File: src/rtl/md_step_sequencer_pkg.sv
// Shared state encoding and defaults for the MD timestep sequencer.
// The numeric encoding is visible to software through MD_state.
package md_step_sequencer_pkg;

  localparam int unsigned MD_STATE_W         = 3;
  localparam int unsigned DEFAULT_STEP_WIDTH = 32;

  typedef enum logic [MD_STATE_W-1:0] {
    StIdle   = 3'd0,
    StLoad   = 3'd1,
    StForce  = 3'd2,
    StMotion = 3'd3,
    StDrain  = 3'd4,
    StDone   = 3'd5,
    StError  = 3'd6
  } md_state_e;

  // Phases that wait on a datapath unit and are therefore guarded by the watchdog
  function automatic logic is_busy(input md_state_e s);
    return (s == StLoad) || (s == StForce) || (s == StMotion) || (s == StDrain);
  endfunction

endpackage

File: src/rtl/md_step_sequencer_watchdog.sv
// Progress watchdog: expires after TIMEOUT_CYCLES enabled cycles without a progress event.
// A TIMEOUT_CYCLES of 0 disables it entirely.
module md_step_sequencer_watchdog #(
  parameter int unsigned TIMEOUT_CYCLES = 32'd1 << 20
) (
  input  logic clk,
  input  logic rst,
  input  logic clear,
  input  logic enable,
  input  logic progress,
  output logic expired
);

  localparam int unsigned CW = (TIMEOUT_CYCLES > 1) ? $clog2(TIMEOUT_CYCLES) : 1;
  localparam int unsigned LastVal = (TIMEOUT_CYCLES == 0) ? 0 : TIMEOUT_CYCLES - 1;
  localparam logic [CW-1:0] Last = CW'(LastVal);

  logic [CW-1:0] cnt_q;

  always_ff @(posedge clk) begin
    if (rst || clear || progress || !enable) begin
      cnt_q <= '0;
    end else if (cnt_q != Last) begin
      cnt_q <= cnt_q + 1'b1;
    end
  end

  // Fires on the edge that would complete the TIMEOUT_CYCLES-th idle cycle
  assign expired = (TIMEOUT_CYCLES != 0) && enable && !clear && !progress && (cnt_q == Last);

endmodule

File: src/rtl/md_step_sequencer.sv
// Timestep scheduler: host load -> (force -> motion) x iter_target -> k2h drain.
// Emits one-cycle phase start pulses and traps stalled phases via a watchdog.
module md_step_sequencer
  import md_step_sequencer_pkg::*;
#(
  parameter int unsigned STEP_WIDTH     = DEFAULT_STEP_WIDTH,
  parameter int unsigned TIMEOUT_CYCLES = 32'd1 << 20
) (
  input  logic                  ap_clk,
  input  logic                  ap_rst,
  input  logic                  ap_start,
  input  logic                  abort,
  input  logic [STEP_WIDTH-1:0] iter_target,
  input  logic [STEP_WIDTH-1:0] load_count,
  input  logic                  load_valid,
  output logic                  force_start,
  input  logic                  force_done,
  output logic                  motion_start,
  input  logic                  motion_done,
  output logic                  drain_start,
  input  logic                  drain_beat,
  input  logic                  drain_last,
  output logic [MD_STATE_W-1:0] MD_state,
  output logic [STEP_WIDTH-1:0] step,
  output logic [STEP_WIDTH-1:0] out_count,
  output logic                  ap_idle,
  output logic                  ap_done,
  output logic                  err_timeout
);

  md_state_e             state_q;
  logic [STEP_WIDTH-1:0] iter_q;
  logic [STEP_WIDTH-1:0] load_q;
  logic [STEP_WIDTH-1:0] load_cnt_q;
  logic [STEP_WIDTH-1:0] load_cnt_inc;
  logic [STEP_WIDTH-1:0] step_inc;
  logic                  busy;
  logic                  progress;
  logic                  wd_expired;

  assign load_cnt_inc = load_cnt_q + 1'b1;
  assign step_inc     = step + 1'b1;
  assign busy         = is_busy(state_q);
  assign MD_state     = state_q;

  // Only in-phase handshakes count as progress; strays must not feed the watchdog
  assign progress = ((state_q == StLoad)   && load_valid)  ||
                    ((state_q == StForce)  && force_done)  ||
                    ((state_q == StMotion) && motion_done) ||
                    ((state_q == StDrain)  && drain_beat);

  md_step_sequencer_watchdog #(
    .TIMEOUT_CYCLES(TIMEOUT_CYCLES)
  ) u_watchdog (
    .clk     (ap_clk),
    .rst     (ap_rst),
    .clear   (abort || !busy),
    .enable  (busy),
    .progress(progress),
    .expired (wd_expired)
  );

  always_ff @(posedge ap_clk) begin
    if (ap_rst) begin
      state_q      <= StIdle;
      iter_q       <= '0;
      load_q       <= '0;
      load_cnt_q   <= '0;
      step         <= '0;
      out_count    <= '0;
      force_start  <= 1'b0;
      motion_start <= 1'b0;
      drain_start  <= 1'b0;
      ap_idle      <= 1'b1;
      ap_done      <= 1'b0;
      err_timeout  <= 1'b0;
    end else begin
      force_start  <= 1'b0;
      motion_start <= 1'b0;
      drain_start  <= 1'b0;
      if (abort) begin
        state_q     <= StIdle;
        load_cnt_q  <= '0;
        step        <= '0;
        out_count   <= '0;
        ap_idle     <= 1'b1;
        ap_done     <= 1'b0;
        err_timeout <= 1'b0;
      end else if (wd_expired) begin
        state_q     <= StError;
        ap_idle     <= 1'b1;
        ap_done     <= 1'b0;
        err_timeout <= 1'b1;
      end else begin
        unique case (state_q)
          StIdle, StDone: begin
            if (ap_start) begin
              iter_q     <= iter_target;
              load_q     <= load_count;
              load_cnt_q <= '0;
              step       <= '0;
              out_count  <= '0;
              if (iter_target == '0 || load_count == '0) begin
                state_q <= StDone;
                ap_idle <= 1'b1;
                ap_done <= 1'b1;
              end else begin
                state_q <= StLoad;
                ap_idle <= 1'b0;
                ap_done <= 1'b0;
              end
            end
          end
          StLoad: begin
            if (load_valid) begin
              load_cnt_q <= load_cnt_inc;
              if (load_cnt_inc == load_q) begin
                state_q     <= StForce;
                force_start <= 1'b1;
              end
            end
          end
          StForce: begin
            if (force_done) begin
              state_q      <= StMotion;
              motion_start <= 1'b1;
            end
          end
          StMotion: begin
            if (motion_done) begin
              step <= step_inc;
              if (step_inc == iter_q) begin
                state_q     <= StDrain;
                drain_start <= 1'b1;
              end else begin
                state_q     <= StForce;
                force_start <= 1'b1;
              end
            end
          end
          StDrain: begin
            if (drain_beat) begin
              out_count <= out_count + 1'b1;
              if (drain_last) begin
                state_q <= StDone;
                ap_idle <= 1'b1;
                ap_done <= 1'b1;
              end
            end
          end
          StError: begin
            state_q <= StError;
          end
          default: begin
            state_q <= StIdle;
            ap_idle <= 1'b1;
            ap_done <= 1'b0;
          end
        endcase
      end
    end
  end

endmodule

File: config.mk
export PLATFORM = sky130hd
export DESIGN_NAME = md_step_sequencer
export DESIGN_NICKNAME = d
export VERILOG_FILES = /design/src/rtl/md_step_sequencer_pkg.sv /design/src/rtl/md_step_sequencer_watchdog.sv /design/src/rtl/md_step_sequencer.sv
export SDC_FILE = /design/constraint.sdc
export NUM_CORES = 1
export LEC_CHECK = 0
export ABC_AREA = 1
export CAP_MARGIN = 20
export CORE_MARGIN = 2
export CORE_UTILIZATION = 40
export CTS_CLUSTER_DIAMETER = 80
export DETAILED_ROUTE_END_ITERATION = 10
export DONT_BUFFER_PORTS = 1
export PLACE_DENSITY = 0.63
export SLEW_MARGIN = 20
export SYNTH_ARGS = -nofsm -noshare
export SYNTH_HDL_FRONTEND = slang
export SYNTH_SLANG_ARGS = --single-unit
File: constraint.sdc
create_clock -name ap_clk -period 2.15 [get_ports ap_clk]
set_input_delay 0.215 -clock ap_clk [delete_from_list [all_inputs] [get_ports ap_clk]]
set_output_delay 0.215 -clock ap_clk [all_outputs]
set_load 0.05 [all_outputs]
# Word level (Yosys, flattened, before mapping)
# Cells that the tools add are included.
[word_totals] ff_bits=189 inputBits=73 output_inout_bits=73 wordCells=119
[classes] add_sub_neg=4 n_eq_ne=24 mux=31 bitwise_logic=6 reduce_logical=40
[op_table] op="32-bit case mux with 2 select lines" count=3
[op_table] op="32-bit two-way mux" count=4
[op_table] op="32-bit by 1-bit adder with 32-bit output, second input constant" count=3
[op_table] op="32-bit == test" count=2
[op_table] op="32-bit logical NOT" count=2
[op_table] op="3-bit two-way mux" count=10
[op_table] op="20-bit by 1-bit adder with 20-bit output, second input constant" count=1
[op_table] op="20-bit == test, second input constant" count=1
[op_table] op="20-bit != test, second input constant" count=1
[op_table] op="4-bit AND reduction" count=5
[op_table] op="3-bit by 2-bit != test with 1-bit output, second input constant" count=6
[op_table] op="3-bit case mux with 6 select lines" count=1
[op_table] op="7-bit AND reduction" count=2
[op_table] op="2-bit != test, second input constant" count=6
[op_table] op="1-bit logical OR" count=11
[op_table] op="1-bit two-way mux" count=10
[op_table] op="3-bit == test, second input constant" count=3
[op_table] op="4-bit OR reduction" count=2
[op_table] op="1-bit logical AND" count=7
[op_table] op="3-bit by 2-bit == test with 1-bit output, second input constant" count=2
[op_table] op="1-bit inverter" count=6
[op_table] op="1-bit case mux with 3 select lines" count=2
[op_table] op="2-bit nonzero test" count=3
[op_table] op="5-bit OR reduction" count=1
[op_table] op="other kinds (8)" count=11

# Longest topological paths before layout
[logic_depth] word_depth=12 ltp_mapped=19 mapped_depth_nobuf=19

# Cells and area by module
# A second synthesis with hierarchy kept.
[hier_totals] hier_cells=1871 hier_area_um2=11441.0
[modules_own_cells] mod="md_step_sequencer" instances=1 cells_each=1695 area_per_inst_um2=10262.3 seq_area_each_um2=3383.2
[modules_own_cells] mod="md_step_sequencer_watchdog" instances=1 cells_each=176 area_per_inst_um2=1178.6 seq_area_each_um2=400.4

# Worst setup path after synthesis
# OpenSTA, ideal clock, no wires.
[synth_path] kind="register -> register" start="register step[1]" end="register state_q[1] (netlist: MD_state[1])" setup_time_ps=132 arrival_ps=2441 required_ps=2018 setup_slack_ps=-424 stages_incl_launch_ff=17 n_path_buf=0 period_less_slack_ps=2574 path_cell_list="dfxtp_1 ha_1 nand2_2 nor2_2 nand2_1 nor2_2 nand3_1 nand3_1 nand2_1 nor2_1 nand3_1 nor2_1 nand3_1 nand2_1 nand2_1 nand2_1 a21oi_2"
[synth_via] elab_chain_len=6
[synth_rtl] item="from (decl)" line_no="md_step_sequencer.sv:24" rtl="output logic [STEP_WIDTH-1:0] step,"
[synth_rtl] item="from (signal assigned)" line_no="md_step_sequencer.sv:131" rtl="step <= step_inc;"
[synth_rtl] item="32-bit by 1-bit adder with 32-bit output" line_no="md_step_sequencer.sv:42" rtl="assign step_inc = step + 1'b1;"
[synth_rtl] item="32-bit == test" line_no="md_step_sequencer.sv:132" rtl="if (step_inc == iter_q) begin"
[synth_rtl] item="3-bit two-way mux" line_no="md_step_sequencer.sv:132"
[synth_rtl] item="3-bit two-way mux" line_no="md_step_sequencer.sv:130" rtl="if (motion_done) begin"
[synth_rtl] item="3-bit case mux with 6 select lines" line_no="md_step_sequencer.sv:95" rtl="unique case (state_q)"
[synth_rtl] item="3-bit two-way mux" line_no="md_step_sequencer.sv:89" rtl="end else if (wd_expired) begin"
[synth_rtl] item="to (signal assigned)" line_no="md_step_sequencer.sv:90" rtl="state_q <= StError;"
[synth_rtl] item="to (signal assigned)" line_no="md_step_sequencer.sv:133" rtl="state_q <= StDrain;"
[synth_rtl] item="to (signal assigned)" line_no="md_step_sequencer.sv:136" rtl="state_q <= StForce;"
[synth_rtl] item="to (decl)" line_no="md_step_sequencer.sv:31" rtl="md_state_e state_q;"
# Every way passes these cells. The select of a mux whose other input is x is not followed.
# A chain may end at the register's enable or synchronous reset.

# Worst setup path after layout
# Same ends and word-level chain as after synthesis.

==> metrics <==
Starting Density 40.9%; commonest non-fill, non-tap cell in the layout nand2_1; Worst Path Max Fanout 8; Routed Antenna Nets 0; Pre-Repair DR Iteration Count 5; Req. time, crit path approximately 2.5 ns; Ant. Diodes 0; Mapped Area between 10000 and 15000 µm²; HPWL Detailed ~28000 µm; Reg2Reg Depth 18; CP max stage delay approximately 0.37 ns; Yosys reg bits approximately 190; first-pass GRT wire length about 61000 µm; maxcap violations 0; CTS tree yes; Total Power roughly 8.5 mW; Min-Delay Path Class input pin to register; PortBufs 0; DP Area 13500 µm²; Final Setup Violations 13; layout cells sized above 1 roughly 28%; Root Buffer Master clkbuf_16; Yosys top cell by area dfxtp_1; crit path time final 2.37 ns; H-tree depth 4; Synth cell types between 40 and 50; arrival time worst endpoint roughly 2.7 ns; worst hold start iter_target[27]; failing checks setup timing; core box area 27000 µm²; WL final between 30000 and 40000 µm; Reg-to-Reg End MD_state[1]; fin nets 2157; number of global-route vias before repair 12100; critical path class register to register; FP Rows 60; Die ar. a little under 30000 µm²; syn avg cell area ~6.3 µm²; die span in x around 170 µm; crit start category register; Crit Reg-Reg Startpoint step[1]; dominant synthesized flop cell dfxtp_1; CTS Sinks between 150 and 200; share of the core filled with cells 57.6%; flop2flop setup slack -0.22 ns; crit path max-delay cell type dfxtp_4; hold path depth 2; endpoint kind of the worst setup timing path register; design area around 16000 µm²; Ys Warns 0; asr flop ratio synth 0%; Starting DRT DRC Count approximately 1100; RSZ-0062 raised after global routing yes; Fmax achieved about 420 MHz; WL per Instance approximately 16 µm; worst-path cell chain ha_4, nand2_4, nor2_4, nand2_2, nor2_4, nand2_2, o21ai_2, nand2_1, nand2_1, nand2_2, nor2_2, nand2_1, nor2_2, nand3_1, nand2_1, nand2_1, nand2_1, a21oi_2; Sum Neg Setup Slack -0.897 ns; Final Hold Fails 0; GRT overflow 0; Setup Skew approximately 0.017 ns; final worst path period share 110%; vias around 13000; Setup WS pre-CTS -0.370 ns; Final WS setup -0.223 ns; status finished with violations; largest net degree at the start of global routing 64; fin. max-slew vios 0; Max transition margin between 40% and 50%; Mapped Nets between 1500 and 2000; worst skew pair latency roughly 0.45 ns; Die Ht 170 µm; Num CTS Buffers 17; initial antenna violation count 0; Routability Congestion 0.933; maximum VDD drop between 0.0004 and 0.0005 V; DRC viols 0; dominant cells by area after synthesis dfxtp_1, nand2_1, nor2_1; Area Overhead vs Synth 40.8%; Clk pin slew, worst setup/hold paths around 0.09 ns; leakage power between 6 and 7 nW; clk buf depth 2; Critical Path Most Common Cell nand2_1; GRT Total Usage a little over a quarter; DR vias/cell approximately 5.3; worst slew pin tran roughly 0.8 ns; Yosys top cell area share approximately 34%; cell count after synthesis ~1700; commonest cells after routing, fill and taps aside nand2_1, buf_4, nor2_1; Seq/Total Area, Yosys 34.2%; num ports between 100 and 150; worst min-delay path endpoint iter_q[27]; EDFF count, synth 0; PwrDens between 500 and 600 nW/µm²
worst max path at each step:
stage,startpoint,end,slack [ns],cells after the start
after floorplan,step[23],MD_state[1],-0.005,17
final,step[1],MD_state[1],-0.22,18
after detailed placement,load_cnt_q[0],MD_state[2],-0.37,17
after global placement,load_cnt_q[8],MD_state[0],-0.34,17
after global routing,step[0],MD_state[1],-0.43,18
after CTS,step[0],MD_state[1],-0.18,16
cells in the mapped netlist (2+ instances only):
cell and count:
nand2_1 468, nor2_1 286, dfxtp_1 189, inv_1 168
nand3_1 104, a21oi_1 95, o21ai_0 94, clkbuf_1 32
nand3b_1 32, a31oi_1 31, a211oi_1 29, nor3_1 26
nand4_1 25, nor4_1 23, nor2_2 17, xor2_1 16
nand2_2 12, buf_2 11, a211oi_2 9, inv_2 9
o21ai_1 8, xnor2_1 8, nor2_4 7, nor3_2 5
clkinv_1 4, ha_1 4, xnor3_1 4, a32oi_1 3
o21bai_1 3, a21oi_2 2, nand3_2 2, nor3b_1 2
o21ai_2 2, or2_2 2
per-stage QoR:
step	instances	hold slack, ns
global route	2434	0.0381
finish	2434	0.0224
global placement	2311	0.353
floorplan	1743	0.350
detailed placement	2311	0.357
CTS	2418	0.00306
critical path: cells and delay by family (launching register included):
| kind | cells | cell delay, ns |
|---|---|---|
| simple gates | 15 | 1.48 |
| fa+ha+maj | 1 | 0.15 |
| compound gates | 2 | 0.20 |
| flops | 1 | 0.37 |
final cells by class:
| class | instances | area [µm²] |
|---|---|---|
| inverters | 182 | 698 |
| repair buffers | 362 | 3020 |
| fillers | 2529 | 11500 |
| well taps | 341 | 427 |
| clock inverters | 14 | 144 |
| multi-input cells | 1328 | 6970 |
| clock buffers | 18 | 450 |
| flip-flops and latches | 189 | 3870 |
cells by family (layout without fill, tap and decap cells):
| group | after synthesis | count (layout) | share of synthesized area, % |
|---|---|---|---|
| simple gates | 1015 | 1015 | 40.0 |
| compound gates | 281 | 281 | 14.8 |
| xor+xnor | 28 | 28 | 2.72 |
| fa+ha+maj | 4 | 4 | 0.453 |
| buf+inv | 226 | 576 | 7.85 |
| flops | 189 | 189 | 34.2 |
per-layer routing:
metal,vias to the layer above,wire [µm],track usage (%)
li1,6396,-,-
met1,6035,16800,34.2
met2,424,18800,43.8
met3,88,3050,5.98
met4,0,1060,9.18
met5,-,0,0
power by group:
| part | internal [mW] | total [mW] | switching (mW) |
|---|---|---|---|
| combinational | 0.598 | 1.46 | 0.866 |
| clock | 1.62 | 3.25 | 1.64 |
| sequential | 3.63 | 3.76 | 0.127 |
| total | 5.85 | 8.48 | 2.63 |
sequential cells by signal, indices dropped and copies added, names as in the netlist, 3 cells and up:
signal / count
MD_state: 3
u_watchdog.cnt_q: 20
out_count: 32
load_cnt_q: 32
load_q: 32
step: 32
iter_q: 32
timing repair:
item                                    4_1_cts  5_1_grt
endpoints found under the setup margin        6       69
hold buffers                                 60        0
buffers inserted                             16       15
pin swaps                                    46       37
gates cloned                                  0        3
endpoints found under the hold margin        60        0
gates resized for setup                     114       86
Note: power is estimated with default switching activity, not from simulation.
